==> config.mk <==
export PLATFORM = sky130hd
export DESIGN_NAME = float_normalize
export DESIGN_NICKNAME = d
export VERILOG_FILES = /design/src/rtl/float_normalize.sv
export SDC_FILE = /design/constraint.sdc
export NUM_CORES = 1
export LEC_CHECK = 0
export CAP_MARGIN = 30
export CORE_MARGIN = 2
export CORE_UTILIZATION = 50
export DETAILED_ROUTE_END_ITERATION = 7
export MAX_ROUTING_LAYER = met4
export PLACE_DENSITY = 0.77
export SYNTH_ARGS = -nofsm -noshare
export SYNTH_HDL_FRONTEND = slang
export SYNTH_SLANG_ARGS = --single-unit
==> constraint.sdc <==
create_clock -name clk -period 6.3 [get_ports clk]
set_clock_uncertainty 0.15 [all_clocks]
set_input_delay 0.63 -clock clk [delete_from_list [all_inputs] [get_ports clk]]
set_output_delay 0.63 -clock clk [all_outputs]
set_load 0.05 [all_outputs]
==> src/rtl/float_normalize.sv <==
// Registered post-add normalizer: carry right-shift or leading-zero left-shift, packs an IEEE-754 single.
// Optional macro FLOAT_NORM_FAST_EN replaces the serial shifter with a one-cycle LZC + barrel shifter.
module float_normalize (
  input  logic        clk,
  input  logic        rst,
  input  logic        in_valid,
  output logic        in_ready,
  input  logic        in_sign,
  input  logic [7:0]  in_exp,
  input  logic [24:0] in_mant,
  output logic        out_valid,
  input  logic        out_ready,
  output logic [31:0] out_result,
  output logic [4:0]  out_shift,
  output logic        out_zero,
  output logic        out_underflow,
  output logic        out_overflow
);

  typedef enum logic [1:0] {IDLE, SHIFT, DONE} state_t;

  // Handshake: a transfer happens on a rising edge where valid and ready are both high;
  // out_valid and its payload hold steady until out_ready is seen.
  state_t      state_q, state_d;
  logic        sign_q, sign_d;
  logic [7:0]  exp_q, exp_d;
  logic [23:0] mant_q, mant_d;
  logic        valid_d, zero_d, unf_d, ovf_d;
  logic [31:0] result_d;
  logic [4:0]  shift_d;

  assign in_ready = (state_q == IDLE) & ~rst;

`ifdef FLOAT_NORM_FAST_EN
  logic [4:0]  lz;
  logic [23:0] norm;

  // Highest set bit wins because the loop scans upward.
  function automatic logic [4:0] lzc24(input logic [23:0] v);
    lzc24 = 5'd24;
    for (int i = 0; i < 24; i++)
      if (v[i]) lzc24 = 5'(23 - i);
  endfunction

  assign lz   = lzc24(mant_q);
  assign norm = mant_q << lz;
`else
  logic [4:0] cnt_q, cnt_d;
`endif

  always_comb begin
    state_d  = state_q;
    sign_d   = sign_q;
    exp_d    = exp_q;
    mant_d   = mant_q;
    valid_d  = out_valid;
    result_d = out_result;
    shift_d  = out_shift;
    zero_d   = out_zero;
    unf_d    = out_underflow;
    ovf_d    = out_overflow;
`ifndef FLOAT_NORM_FAST_EN
    cnt_d    = cnt_q;
`endif
    unique case (state_q)
      IDLE: begin
        if (in_valid) begin
          sign_d  = in_sign;
          shift_d = 5'd0;
          zero_d  = 1'b0;
          unf_d   = 1'b0;
          ovf_d   = 1'b0;
`ifndef FLOAT_NORM_FAST_EN
          cnt_d   = 5'd0;
`endif
          if (in_exp == 8'hFF || (in_mant[24] && in_exp >= 8'hFE)) begin
            result_d = {in_sign, 8'hFF, 23'd0};
            ovf_d    = 1'b1;
            valid_d  = 1'b1;
            state_d  = DONE;
          end else if (in_mant == 25'd0) begin
            result_d = {in_sign, 31'd0};
            zero_d   = 1'b1;
            valid_d  = 1'b1;
            state_d  = DONE;
          end else if (in_exp == 8'd0) begin
            result_d = {in_sign, 31'd0};
            unf_d    = 1'b1;
            valid_d  = 1'b1;
            state_d  = DONE;
          end else if (in_mant[24]) begin
            // Carry: drop the LSB (truncation, no rounding).
            mant_d  = in_mant[24:1];
            exp_d   = in_exp + 8'd1;
            state_d = SHIFT;
          end else begin
            mant_d  = in_mant[23:0];
            exp_d   = in_exp;
            state_d = SHIFT;
          end
        end
      end
      SHIFT: begin
`ifdef FLOAT_NORM_FAST_EN
        valid_d = 1'b1;
        state_d = DONE;
        if ({3'd0, lz} >= exp_q) begin
          result_d = {sign_q, 31'd0};
          unf_d    = 1'b1;
          shift_d  = 5'(exp_q - 8'd1);
        end else begin
          result_d = {sign_q, exp_q - {3'd0, lz}, norm[22:0]};
          shift_d  = lz;
        end
`else
        if (mant_q[23]) begin
          result_d = {sign_q, exp_q, mant_q[22:0]};
          shift_d  = cnt_q;
          valid_d  = 1'b1;
          state_d  = DONE;
        end else if (exp_q == 8'd1) begin
          result_d = {sign_q, 31'd0};
          unf_d    = 1'b1;
          shift_d  = cnt_q;
          valid_d  = 1'b1;
          state_d  = DONE;
        end else begin
          mant_d = {mant_q[22:0], 1'b0};
          exp_d  = exp_q - 8'd1;
          cnt_d  = cnt_q + 5'd1;
        end
`endif
      end
      DONE: begin
        if (out_ready) begin
          valid_d = 1'b0;
          state_d = IDLE;
        end
      end
      default: state_d = IDLE;
    endcase
  end

  always_ff @(posedge clk or posedge rst) begin
    if (rst) begin
      state_q       <= IDLE;
      sign_q        <= 1'b0;
      exp_q         <= 8'd0;
      mant_q        <= 24'd0;
      out_valid     <= 1'b0;
      out_result    <= 32'd0;
      out_shift     <= 5'd0;
      out_zero      <= 1'b0;
      out_underflow <= 1'b0;
      out_overflow  <= 1'b0;
`ifndef FLOAT_NORM_FAST_EN
      cnt_q         <= 5'd0;
`endif
    end else begin
      state_q       <= state_d;
      sign_q        <= sign_d;
      exp_q         <= exp_d;
      mant_q        <= mant_d;
      out_valid     <= valid_d;
      out_result    <= result_d;
      out_shift     <= shift_d;
      out_zero      <= zero_d;
      out_underflow <= unf_d;
      out_overflow  <= ovf_d;
`ifndef FLOAT_NORM_FAST_EN
      cnt_q         <= cnt_d;
`endif
    end
  end

endmodule

== Yosys cells after proc, flatten, opt, wreduce, memory -nomap -nowiden ==
Cells that the tools add are included.
Storage, ports and cells
  register bits after elaboration: 81
  logic and storage cells: 103
Cells by class
  bitwise gates (word level): 2
  $lt $le $gt $ge: 1
  eq/ne operators: 14
  add/subtract/negate cells: 3
  multiplexer cells: 55
  reduce and logical (&&, ||, !) cells: 16
Operators by type and width (number)
  2-to-1 mux 32 bit: 6
  2-to-1 mux 24 bit: 7
  case mux 32 bit (2 select lines): 1
  2-to-1 mux 8 bit: 7
  case mux 24 bit (2 select lines): 1
  logical NOT 25 bit: 1
  2-to-1 mux 5 bit: 5
  case mux 5 bit (2 select lines): 2
  != test 2 bit (second input constant): 8
  case mux 8 bit (2 select lines): 1
  2-to-1 mux 1 bit: 15
  2-to-1 mux 2 bit: 7
  AND reduction 4 bit: 3
  AND reduction 5 bit: 2
  adder 8 x 1 -> 8 bit (second input constant): 1
  equality test 8 x 1 -> 1 bit (second input constant): 1
  equality test 8 bit (second input constant): 1
  >= comparator 8 bit (second input constant): 1
  logical NOT 8 bit: 1
  subtractor 8 x 1 -> 8 bit (second input constant): 1
  AND reduction 7 bit: 1
  case mux 2 bit (3 select lines): 1
  AND reduction 3 bit: 2
  adder 5 x 1 -> 5 bit (second input constant): 1
  14 further kinds: 14

== Logic depth before layout (Yosys ltp) ==
Gate-level depths: netlist of the first run.
  depth in word-level cells: 7
  mapped depth: 10
  gate-level depth less buffers: 8

== Least setup slack after synthesis of the first run ==
No wires, ideal clock.
  path type: in2reg
  from: in in_exp[0]
  to: reg mant_q[10]
  path buffers: 2
  arrival time: 2.442 ns
  stages: 10
  path slack: 3.582 ns
  cell sequence: inv_1 > ha_1 > o21ai_1 > a2111oi_4 > or3_1 > buf_2 > a21o_4 > inv_6 > buf_12 > mux2_4
On the way
  longest elaborated chain between the ends: 5
  elaborated cells between the ends (all ways): 8
  those cells by class: order compare (1); eq/ne (3); reduce/logical (4)
Ends and longest elaborated chain
  start, declared: line 9  | input logic [7:0] in_exp,
  >= comparator 8 bit: line 76  | if (in_exp == 8'hFF || (in_mant[24] && in_exp >= 8'hFE)) begin
  logical AND 1 bit: line 76
  logical OR 1 bit: line 76
  != test 2 bit (no source line)
  AND reduction 7 bit (no source line) (*)
  end signal, assigned: line 163  | mant_q <= mant_d;
  end, declared: line 27  | logic [23:0] mant_q, mant_d;
Every way passes the cells marked *; elsewhere a longest branch is shown, timed or not.
A chain may end at the register's enable or synchronous reset.

== Worst setup path in the final report of the first run ==
  from: in in_mant[24]
  to: reg mant_q[22]
On the way
  longest elaborated chain between the ends: 6
  elaborated cells between the ends (all ways): 12
  those cells by class: eq/ne (2); mux (6); reduce/logical (4)
Ends and longest elaborated chain
  start, declared: line 10  | input logic [24:0] in_mant,
  2-to-1 mux 24 bit: line 91  | end else if (in_mant[24]) begin
  2-to-1 mux 24 bit: line 86  | end else if (in_exp == 8'd0) begin
  2-to-1 mux 24 bit: line 81  | end else if (in_mant == 25'd0) begin
  2-to-1 mux 24 bit: line 76
  2-to-1 mux 24 bit: line 67  | if (in_valid) begin
  case mux 24 bit (2 select lines): line 65  | unique case (state_q)
Several ways; a longest one is shown, not always the timed one. The select of a mux whose other input is x is not followed.

==> metrics.md, run 1 <==
| Metric | Value |
|---|---|
| Outcome | `completed` |
| Fin crit share | `53.1%` |
| Design Area, Final | `5380 µm²` |
| Slowest-stage cell, CP | `or3_1` |
| Nature of the critical path endpoint | `flip-flop` |
| TritonCTS Buffers | `9` |
| Crit path top cell by count | `nor2_1` |
| Clock transition at path regs | `80 ps` |
| Die area | `9370 µm²` |
| CP startpoint | `in_mant[24]` |
| # hold bufs at CTS | `0` |
| Yosys cell types | `48` |
| Post-Syn Area | `4310 µm²` |
| YS warnings | `0` |
| Final wirelength | `roughly 10,000 µm` |
| Residual DRC | `0` |
| Final Setup Violations | `0` |
| Crit Path Class | `in -> reg` |
| Most common cell after layout, fill and taps aside | `dfrtp_1` |
| Area grow syn2layout | `24.9%` |
| Vias per cell | `5.73` |
| H-tree depth reported by CTS | `3` |
| Row cnt | `33` |
| CP startpoint kind | `input port` |
| R2R setup slack | `3390 ps` |
| Combinational share of power | `51.7%` |
| Max Buffers Root-to-Sink | `2` |
| Worst Max-Slew Pin Slew | `871 ps` |
| Post-synth net total | `461` |
| Min cycle time layout | `3340 ps` |
| Tot GR Track Use | `23.5%` |
| Number of synthesized flops with an enable pin | `0` |
| DRT iter0 DRCs | `188` |
| Hold Path Sink | `out_result[4]` |
| Die width | `96.8 µm` |
| Antenna cells | `0` |
| Worst R2R Path Depth | `6` |
| Max incr delay on CP | `570 ps` |
| CTS sink count | `81` |
| Core area | `8300 µm²` |
| Headroom to the max-slew limit | `between 40 and 50%` |
| Number of global-route vias before repair | `about 3.5k` |
| Worst Path Buf+Inv | `3` |
| Top delay family on crit path | `buffers and inverters` |
| Worst r2r dst | `out_result[21]` |
| P_int | `1.44 mW` |
| Max FO, Critical Path | `32` |
| Gr ovfl total | `0` |
| Routed Antenna Nets | `0` |
| Max-Cap Viols | `0` |
| First-pass GRT wire length | `~17,000 µm` |
| Worst VDD drop | `approximately 0.28 mV` |
| Flop pwr share | `35.0%` |
| Clk network pwr share | `13.3%` |
| Leak Pwr | `2.31 nW` |
| Mean Syn Cell Area | `10.3 µm²` |
| Post-CTS Setup Bufs | `0` |
| Arrival time worst endpoint | `about 3400 ps` |
| Hpwl dp | `approximately 7400 µm` |
| Commonest cells after routing, fill and taps aside | `dfrtp_1 (81), clkdlybuf4s50_1 (79), nand2_1 (48), o21ai_0 (37), a22o_1 (28)` |
| Total iterations of the first detailed-routing run | `4` |
| CP required | `6390 ps` |
| Top-level I/O count | `80` |
| Worst-path cell chain | `clkdlybuf4s50_1 -> buf_4 -> nor2_1 -> nand4_1 -> nor2_1 -> or3_1 -> a21o_4 -> inv_6 -> mux2_2` |
| FFs w/ async S/R, synth | `100%` |
| Initial Utilization | `51.9%` |
| Unrepaired setup endpoints after global routing | `no` |
| DP Area | `5200 µm²` |
| CTS tree | `yes` |
| RR Startpoint | `exp_q[4]` |
| Slew Viols, Final | `0` |
| Vias | `3,427` |
| Final Hold Viols | `0` |
| Nets | `~530` |
| Layout cell share with drive strength beyond 1 | `12.6%` |
| Post_cts resized | `0` |
| Fill count | `around 690` |
| Hold path depth | `1` |
| Switch share | `45.9%` |
| Pin count of the biggest net entering global routing | `a little under 70` |
| Hold Startpoint | `out_result[4]` |
| Initial antenna violation count | `0` |
| Sw Pwr | `1.22 mW` |
| IO buf count | `between 70 and 80` |
| CTS root buf | `clkbuf_8` |
| Register bit count reported by yosys | `81` |
| Setup TNS | `0 ps` |
| Drt wl/cell | `around 17 µm` |
| Hold Crit Class | `reg -> reg` |
| GPL Wtd Cong | `0.905` |
| Worst skew pair latency | `roughly 360 ps` |
| Synth Flop Type | `dfrtp_1` |
| Sequential area share after synthesis | `~47%` |
| Power Density | `495 nW/µm²` |
| Die H | `just under 100 µm` |
| Fmax | `0.299 GHz` |
| Synthesized instance count | `417` |
==> cells in the mapped netlist (all sizes together), types with 3 or more instances <==
master  count  area [µm²]
a211o       3        26.3
a211oi      5        37.5
a21oi      19        95.1
a22o       28         245
a31oi       4        25.0
buf         8        68.8
clkbuf     19        71.3
dfrtp      81        2030
ha          6        75.1
inv        16        65.1
mux2       26         349
mux2i      26         260
nand2      48         180
nand3      11        55.1
nand4       6        37.5
nor2       25        93.8
nor3        7        35.0
nor4        9        62.6
o21ai      38         190
xor2        7        61.3
==> worst register-to-register path, stage by stage (launching register included) <==
cell	delay (ps)
dfrtp_1	450
or4_4	580
nor4b_4	370
o31a_1	510
o31ai_4	270
buf_8	230
a22o_1	230
==> power groups by stage <==
stage                     Combinational (mW)  Sequential (mW)  Clock, mW
final                                   1.38            0.931      0.355
after floorplan                        0.718             1.19          0
after detailed placement                1.38            0.936          0
after global placement                  1.34            0.931          0
after CTS                               1.38            0.929      0.362
after global routing                    1.48            0.966      0.380
==> state kept, by name, summed over array words and instances, names as in the netlist, 2 cells and up <==
signal and cells:
state_q 2, mant_q 24, cnt_q 5, out_shift 5
out_result 32, exp_q 8
==> per-layer routing <==
metal | routed length, µm | GRT usage (%)
met5 | 0 | -
met4 | 180 | 7.48
met3 | 486 | 4.34
met2 | 4660 | 34.2
met1 | 5030 | 33.4
==> layout make-up <==
type	instances	area [µm²]	share of cell area [%]
clock buffer	9	124	2.30
clock inverter	7	55.1	1.02
inverter	16	65.1	1.21
multi-input combinational	293	2100	39.0
sequential	81	2030	37.7
tap	105	131	2.44
timing repair buffer	87	878	16.3
==> kinds of logic (layout without fill, tap and decap cells) <==
group	Yosys count	after routing	synth area share, %
AOI/OAI and AO/OA	109	109	17.3
muxes	52	52	14.1
and+or+nand+nor	117	117	13.1
xor gates and xnor gates	9	9	1.83
DFF	81	81	47.1
buffers and inverters	43	119	4.76
adders and majority gates	6	6	1.74
==> worst max-delay path by stage <==
stage / end / slack (ps) / cells past startpoint
2_1_floorplan: cnt_q[0] / 3440 / 1
3_3_place_gp: mant_q[15] / 2700 / 8
3_5_place_dp: mant_q[17] / 2610 / 9
4_1_cts: mant_q[22] / 2980 / 9
5_1_grt: mant_q[21] / 2790 / 9
6_report: mant_q[22] / 2960 / 9
==> metrics by stage <==
stage	power, mW	hold WS [ps]	cells	util (%)	setup slack [ps]
global placement	2.27	337	580	62.2	2700
floorplan	1.91	323	417	-	3440
global route	2.83	381	598	64.8	2790
detailed placement	2.31	340	582	62.7	2610
CTS	2.67	364	598	64.8	2980
finish	2.66	358	598	64.8	2960
(Power assumes the default switching activity.)
==> run 2, diff against run 1 <==
==> constraint.sdc (replaced) <==
create_clock -name clk -period 3.3 [get_ports clk]
set_clock_uncertainty 0.15 [all_clocks]
set_input_delay 0.33 -clock clk [delete_from_list [all_inputs] [get_ports clk]]
set_output_delay 0.33 -clock clk [all_outputs]
set_load 0.05 [all_outputs]
==> run 2 against run 1 <==
Register-to-register slack worse by 2800 ps. Flip-flop and latch count unchanged. Clock-buffer cell count unchanged. Worst setup slack worse by 2400 ps. Via count up 3.5%. Utilization up 0.77 points. Combinational power up 96%. Hold slack worse by 220 ps. Cell count up 1.5%. Clock power up 100%. Highest routed layer unchanged. Routed wire length up 2.9%.
==> metrics.md, run 2 (same netlist as run 1, synthesis figures left out) <==
| Metric | Value |
|---|---|
| Fin crit share | `82.8%` |
| Arrival time worst endpoint | `2840 ps (was 3430 ps)` |
| Power Density | `949 nW/µm² (was 495 nW/µm²)` |
| Final Hold Viols | `0 (unchanged)` |
| Vias per cell | `5.85 (was 5.73)` |
| Nets | `541 (was 532)` |
| Sw Pwr | `2.38 mW (was 1.22 mW)` |
| Max FO, Critical Path | `27 (was 32)` |
| Worst path depth | `6 (was 9)` |
| Post-route insts no fill | `607 (was 598)` |
| Clk network pwr share | `13.9% (was 13.3%)` |
| Worst skew pair latency | `370 ps (was 360 ps)` |
| Setup TNS | `0 ps (unchanged)` |
| Top delay family on crit path | `simple AND/OR/NAND/NOR gates (was buffers and inverters)` |
| Max incr delay on CP | `580 ps (was 570 ps)` |
| H-tree depth reported by CTS | `3 (unchanged)` |
| Die H | `96.8 µm (unchanged)` |
| Initial Utilization | `51.9% (unchanged)` |
| Clock transition at path regs | `90 ps (was 80 ps)` |
| Max Buffers Root-to-Sink | `2 (unchanged)` |
| Combinational share of power | `52.3% (was 51.7%)` |
| Min cycle time layout | `about 2700 ps` |
| DP Area | `5250 µm² (was 5200 µm²)` |
| CP required | `3410 ps (was 6390 ps)` |
| M1 WL | `4990 µm (was 5030 µm)` |
| CP startpoint kind | `flip-flop (was input port)` |
| Routed Antenna Nets | `0 (unchanged)` |
| First-pass GRT wire length | `17,700 µm (was 17,500 µm)` |
| R2R setup slack | `570 ps (was 3390 ps)` |
| Initial antenna violation count | `0 (unchanged)` |
| Row cnt | `33 (unchanged)` |
| Final Setup Violations | `0 (unchanged)` |
| Die width | `96.8 µm (unchanged)` |
| Worst Path Buf+Inv | `1 (was 3)` |
| Total iterations of the first detailed-routing run | `6 (was 4)` |
| Flop pwr share | `33.8% (was 35.0%)` |
| GPL Wtd Cong | `0.896 (was 0.905)` |
| Die area | `9370 µm² (unchanged)` |
| Met2 wire length | `4850 µm (was 4660 µm)` |
| Vias | `3,548 (was 3,427)` |
| Headroom to the max-slew limit | `56.7% (was 41.6%)` |
| CTS tree | `yes (unchanged)` |
| CP Capture Point | `mant_q[14] (was mant_q[22])` |
| Fmax | `0.366 GHz` |
| Top Layer Used | `met4 (unchanged)` |
| Switch share | `46.0% (was 45.9%)` |
| Drt wl/cell | `17.6 µm (was 17.3 µm)` |
| CTS root buf | `clkbuf_8 (unchanged)` |
| Met3 Routed Length | `647 µm (was 486 µm)` |
| Worst Max-Slew Pin Slew | `650 ps (was 871 ps)` |
| Slowest-stage cell, CP | `or4_4 (was or3_1)` |
| Placed insts | `591 (was 582)` |
| Commonest cells after routing, fill and taps aside | `dfrtp_1 (81), clkdlybuf4s50_1 (79), nand2_1 (48), o21ai_0 (37), a22o_1 (28) (unchanged)` |
| TritonCTS Buffers | `9 (unchanged)` |
| Worst R2R Path Depth | `6 (unchanged)` |
| Area grow syn2layout | `26.4% (was 24.9%)` |
| CP startpoint | `exp_q[4] (was in_mant[24])` |
| Worst VDD drop | `0.480 mV (was 0.275 mV)` |
| Pin count of the biggest net entering global routing | `28 (was 69)` |
| Leak Pwr | `2.35 nW (was 2.31 nW)` |
| Unrepaired setup endpoints after global routing | `no (unchanged)` |
| DRT iter0 DRCs | `218 (was 188)` |
| Outcome | `completed (unchanged)` |
| Fill count | `672 (was 687)` |
| Worst-path cell chain | `or4_4 -> nor4b_4 -> a211o_1 -> a21o_4 -> inv_6 -> mux2_4 (was clkdlybuf4s50_1 -> buf_4 -> nor2_1 -> nand4_1 -> nor2_1 -> or3_1 -> a21o_4 -> inv_6 -> mux2_2)` |
| Top reg by flops | `out_result (unchanged)` |
| Most common cell after layout, fill and taps aside | `dfrtp_1 (unchanged)` |
| Worst r2r dst | `mant_q[14] (was out_result[21])` |
| Post_cts resized | `0 (unchanged)` |
| Crit Path Class | `reg -> reg (was in -> reg)` |
| P_int | `2.79 mW (was 1.44 mW)` |
| Hpwl dp | `7710 µm (was 7370 µm)` |
| Residual DRC | `0 (unchanged)` |
| Design Area, Final | `5440 µm² (was 5380 µm²)` |
| Final wirelength | `10,700 µm (was 10,400 µm)` |
| Number of global-route vias before repair | `3,499 (was 3,493)` |
| Total power | `5.17 mW (was 2.66 mW)` |
| RR Startpoint | `exp_q[4] (unchanged)` |
| Top-level I/O count | `80 (unchanged)` |
| IO buf count | `79 (unchanged)` |
| Top flop regs | `out_result x32, mant_q x24, exp_q x8 (unchanged)` |
| CTS sink count | `81 (unchanged)` |
| Hold Crit Class | `in -> async (was reg -> reg)` |
| Max reg flops | `32 (unchanged)` |
| Post-CTS Setup Bufs | `0 (unchanged)` |
| Tot GR Track Use | `23.9% (was 23.5%)` |
| Max-Cap Viols | `0 (unchanged)` |
| Nature of the critical path endpoint | `flip-flop (unchanged)` |
| Slew Viols, Final | `0 (unchanged)` |
| Gr ovfl total | `0 (unchanged)` |
| Antenna cells | `0 (unchanged)` |
| Core area | `8300 µm² (unchanged)` |
| Layout cell share with drive strength beyond 1 | `14.1% (was 12.6%)` |
| # hold bufs at CTS | `0 (unchanged)` |
-- run 2: changes by cell type in the layout (fill, tap and decap cells not counted), sizes merged --
cell and change:
inv +2, clkinvlp +1, buf +9, clkinv -3
-- run 2: worst min-delay path by stage --
stage                               from        endpoint  slack (ps)
after floorplan                out_ready      state_q[1]         290
after global placement     out_result[2]   out_result[2]         340
after detailed placement  out_result[21]  out_result[21]         340
after CTS                            rst        exp_q[2]         150
after global routing                 rst        exp_q[2]         180
final                                rst        exp_q[2]         140
-- run 2: layout make-up --
type / instances / area (µm²) / share of cell area, %
Sequential cell: 81 / 2030 / 37.2
Multi-Input combinational cell: 293 / 2100 / 38.6
Clock buffer: 9 / 124 / 2.28
Inverter: 16 / 65.1 / 1.20
Tap cell: 105 / 131 / 2.41
Timing Repair Buffer: 96 / 926 / 17.0
Clock inverter: 7 / 71.3 / 1.31
-- run 2: worst reg2reg max path, stage by stage, from the launching register on --
cell and delay, ps:
dfrtp_1 450, or4_4 580, nor4b_4 360, a211o_1 410, a21o_4 200, inv_6 130, mux2_4 350
-- run 2: per-stage QoR --
stage | worst slack [ps] | hold WS (ps) | utilization, %
2_1_floorplan | 740 | 287 | -
3_3_place_gp | 254 | 339 | 63.1
3_5_place_dp | 223 | 340 | 63.2
4_1_cts | 577 | 153 | 65.6
5_1_grt | 489 | 184 | 65.6
6_report | 566 | 141 | 65.6
-- run 2: routing by layer --
layer / vias up / global-route usage (%)
met2: 129 / 35.7
met1: 1735 / 33.8
li1: 1670 / -
met4: 0 / 7.80
met5: - / -
met3: 14 / 3.68
-- run 2: power groups by stage --
stage	Sequential [mW]	Combinational (mW)	Clock, mW
after floorplan	2.27	1.37	0
after global placement	1.74	2.62	0
after detailed placement	1.75	2.70	0
after CTS	1.74	2.70	0.729
after global routing	1.81	2.89	0.770
final	1.75	2.70	0.718
==> run 3, diff against run 2 <==
--- a/config.mk
+++ b/config.mk
@@ -7,7 +7,7 @@
 export LEC_CHECK = 0
 export CAP_MARGIN = 30
 export CORE_MARGIN = 2
-export CORE_UTILIZATION = 50
+export CORE_UTILIZATION = 48
 export DETAILED_ROUTE_END_ITERATION = 7
 export MAX_ROUTING_LAYER = met4
 export PLACE_DENSITY = 0.77
==> constraint.sdc (replaced) <==
create_clock -name clk -period 2.27 [get_ports clk]
set_clock_uncertainty 0.15 [all_clocks]
set_input_delay 0.227 -clock clk [delete_from_list [all_inputs] [get_ports clk]]
set_output_delay 0.227 -clock clk [all_outputs]
set_load 0.05 [all_outputs]
==> run 3 against run 2 <==
The run now ends with setup timing left. Worst setup slack worse by 690 ps. Flip-flop and latch count stayed put. Cell count is 10% higher. Routed wire length is 15% higher. First-iteration DRC count is 17% higher. Non-clock buffer count is 58 higher. Combinational power is 73% higher. Largest cell class unchanged. Highest routed layer unchanged.
==> metrics.md, run 3 (same netlist as run 1, synthesis figures left out) <==
| Metric | Value |
|---|---|
| Final Hold Viols | `0 (unchanged)` |
| Min cycle time layout | `2390 ps (was 2730 ps)` |
| Routed Antenna Nets | `0 (unchanged)` |
| Unrepaired setup endpoints after global routing | `yes (was no)` |
| Max Buffers Root-to-Sink | `2 (unchanged)` |
| GPL Wtd Cong | `0.943 (was 0.896)` |
| Commonest cells after routing, fill and taps aside | `dfrtp_1 (81), clkdlybuf4s50_1 (75), buf_4 (66), nand2_1 (48), o21ai_0 (31) (was dfrtp_1 (81), clkdlybuf4s50_1 (79), nand2_1 (48), o21ai_0 (37), a22o_1 (28))` |
| Vias per cell | `5.85 (about the same)` |
| Max incr delay on CP | `560 ps (was 580 ps)` |
| Die width | `98.7 µm (was 96.8 µm)` |
| Fill count | `619 (was 672)` |
| Pin count of the biggest net entering global routing | `82 (was 28)` |
| Nature of the critical path endpoint | `flip-flop (unchanged)` |
| First-pass GRT wire length | `19,500 µm (was 17,700 µm)` |
| Max FO, Critical Path | `24 (was 27)` |
| Worst Max-Slew Pin Slew | `724 ps (was 650 ps)` |
| Worst skew pair latency | `360 ps (was 370 ps)` |
| Core area | `8720 µm² (was 8300 µm²)` |
| Crit Path Class | `reg -> reg (unchanged)` |
| TritonCTS Buffers | `9 (unchanged)` |
| CP required | `2370 ps (was 3410 ps)` |
| Headroom to the max-slew limit | `51.7% (was 56.7%)` |
| Final Setup Violations | `61 (was 0)` |
| Initial Utilization | `49.4% (was 51.9%)` |
| Area grow syn2layout | `41.8% (was 26.4%)` |
| Residual DRC | `0 (unchanged)` |
| Failing checks | `setup timing` |
| Clock transition at path regs | `80 ps (was 90 ps)` |
| Slowest-stage cell, CP | `or4_4 (unchanged)` |
| Row cnt | `34 (was 33)` |
| Post-layout util | `70.0% (was 65.6%)` |
| Antenna cells | `0 (unchanged)` |
| Top flop regs | `out_result x32, mant_q x24, exp_q x8 (unchanged)` |
| Most common cell after layout, fill and taps aside | `dfrtp_1 (unchanged)` |
| CTS tree | `yes (unchanged)` |
| CTS sink count | `81 (unchanged)` |
| DRT iter0 DRCs | `254 (was 218)` |
| Die H | `98.7 µm (was 96.8 µm)` |
| CP startpoint kind | `flip-flop (unchanged)` |
| Final WS setup | `-123 ps (was 566 ps)` |
| H-tree depth reported by CTS | `3 (unchanged)` |
| Max-Cap Viols | `0 (unchanged)` |
| Max reg flops | `32 (unchanged)` |
| Hold Crit Class | `in -> async (unchanged)` |
| Gr ovfl total | `0 (unchanged)` |
| Number of global-route vias before repair | `3,909 (was 3,499)` |
| Vias | `3,911 (was 3,548)` |
| Initial antenna violation count | `0 (unchanged)` |
| Hpwl dp | `8060 µm (was 7710 µm)` |
| Pre-CTS setup slack | `-624 ps (was 223 ps)` |
| Top-level I/O count | `80 (unchanged)` |
| Fin crit share | `105% (was 82.8%)` |
| Drt wl/cell | `18.3 µm (was 17.6 µm)` |
| Arrival time worst endpoint | `2490 ps (was 2840 ps)` |
| IO buf count | `79 (unchanged)` |
| Leak Pwr | `2.68 nW (was 2.35 nW)` |
| # hold bufs at CTS | `0 (unchanged)` |
| Total iterations of the first detailed-routing run | `5 (was 6)` |
| Power Density | `1360 nW/µm² (was 949 nW/µm²)` |
| Fmax | `0.418 GHz (was 0.366 GHz)` |
| Die area | `9750 µm² (was 9370 µm²)` |
| Final wirelength | `12,200 µm (was 10,700 µm)` |
| Top reg by flops | `out_result (unchanged)` |
| Tot GR Track Use | `26.3% (was 23.9%)` |
| CTS root buf | `clkbuf_8 (unchanged)` |
| Layout cell share with drive strength beyond 1 | `25.7% (was 14.1%)` |
| Worst-path cell chain | `or4_4 -> nor4b_4 -> buf_4 -> a211o_1 -> a21o_4 -> inv_12 -> buf_8 -> a22o_1 (was or4_4 -> nor4b_4 -> a211o_1 -> a21o_4 -> inv_6 -> mux2_4)` |
| Outcome | `finished, violations left (was completed)` |
| Worst VDD drop | `0.765 mV (was 0.480 mV)` |
| Slew Viols, Final | `0 (unchanged)` |
| Nets | `601 (was 541)` |
## run 3: changes by cell type in the layout (fill, tap and decap cells not counted), sizes merged
cell           previous run  this run
clkinv                    1         0
bufinv                    0         2
o31ai                     1         3
clkbuf                    9        11
buf                      17        77
clkdlybuf4s50            79        75
dlygate4sd2               0         2
inv                      20        16
## run 3: path summary, 6_finish.rpt
kind                       slack [ps]  cells past startpoint        endpoint      startpoint
max reg2reg                      -120                      8        exp_q[7]        exp_q[4]
min                               220                      3        cnt_q[3]             rst
max                              -120                      8        exp_q[7]        exp_q[4]
min in group clk                  300                      3  out_result[31]         in_sign
max in group asynchronous        1430                      3      mant_q[10]             rst
min reg2reg                       360                      1  out_result[10]  out_result[10]
## run 3: critical path, delay by kind of cell (launching register included)
kind / cells / cell delay, ps
DFF: 1 / 390
buffers and inverters: 3 / 410
and+or+nand+nor: 2 / 780
AOI/OAI and AO/OA: 3 / 560
## run 3: stage by stage
step | total power [mW] | hold slack [ps] | cell area [µm²] | TNS [ps] | cells
3_5_place_dp | 6.79 | 341 | 5680 | -34560 | 643
6_report | 8.32 | 220 | 6110 | -4390 | 669
3_3_place_gp | 6.66 | 341 | 5680 | -29610 | 643
5_1_grt | 8.71 | 254 | 6110 | -10740 | 669
2_1_floorplan | 5.30 | 184 | 4320 | -1950 | 417
4_1_cts | 8.16 | 234 | 6030 | -2850 | 665
## run 3: metal layers
metal / GRT usage (%) / routed length [µm] / vias to the layer above
met5: - / 0 / -
met4: 12.2 / 428 / 0
met3: 4.40 / 688 / 40
met2: 40.5 / 5940 / 165
met1: 34.2 / 5180 / 1914
li1: - / - / 1792
## run 3: power by group
group / switching, mW / total, mW / internal [mW] / leakage, nW
clock: 0.534 / 1.18 / 0.648 / 0.106
combinational: 2.66 / 4.66 / 2.00 / 1.56
sequential: 0.441 / 2.48 / 2.04 / 1.02
total: 3.64 / 8.32 / 4.68 / 2.68
## run 3: final cells by class
cell class | instances | area [µm²] | area share (%)
timing repair buffer | 154 | 1440 | 23.5
multi-input combinational | 295 | 2210 | 36.2
clock buffer | 11 | 141 | 2.32
tap | 108 | 135 | 2.21
inverter | 16 | 76.3 | 1.25
sequential | 81 | 2030 | 33.2
clock inverter | 4 | 76.3 | 1.25
## run 3: what timing repair did
action / 4_1_cts / 5_1_grt
setup endpoints to repair: 64 / 72
endpoints found under the hold margin: 0 / 0
cloned: 1 / 1
resized for setup: 22 / 15
pin swaps: 12 / 4
setup buffers: 6 / 5
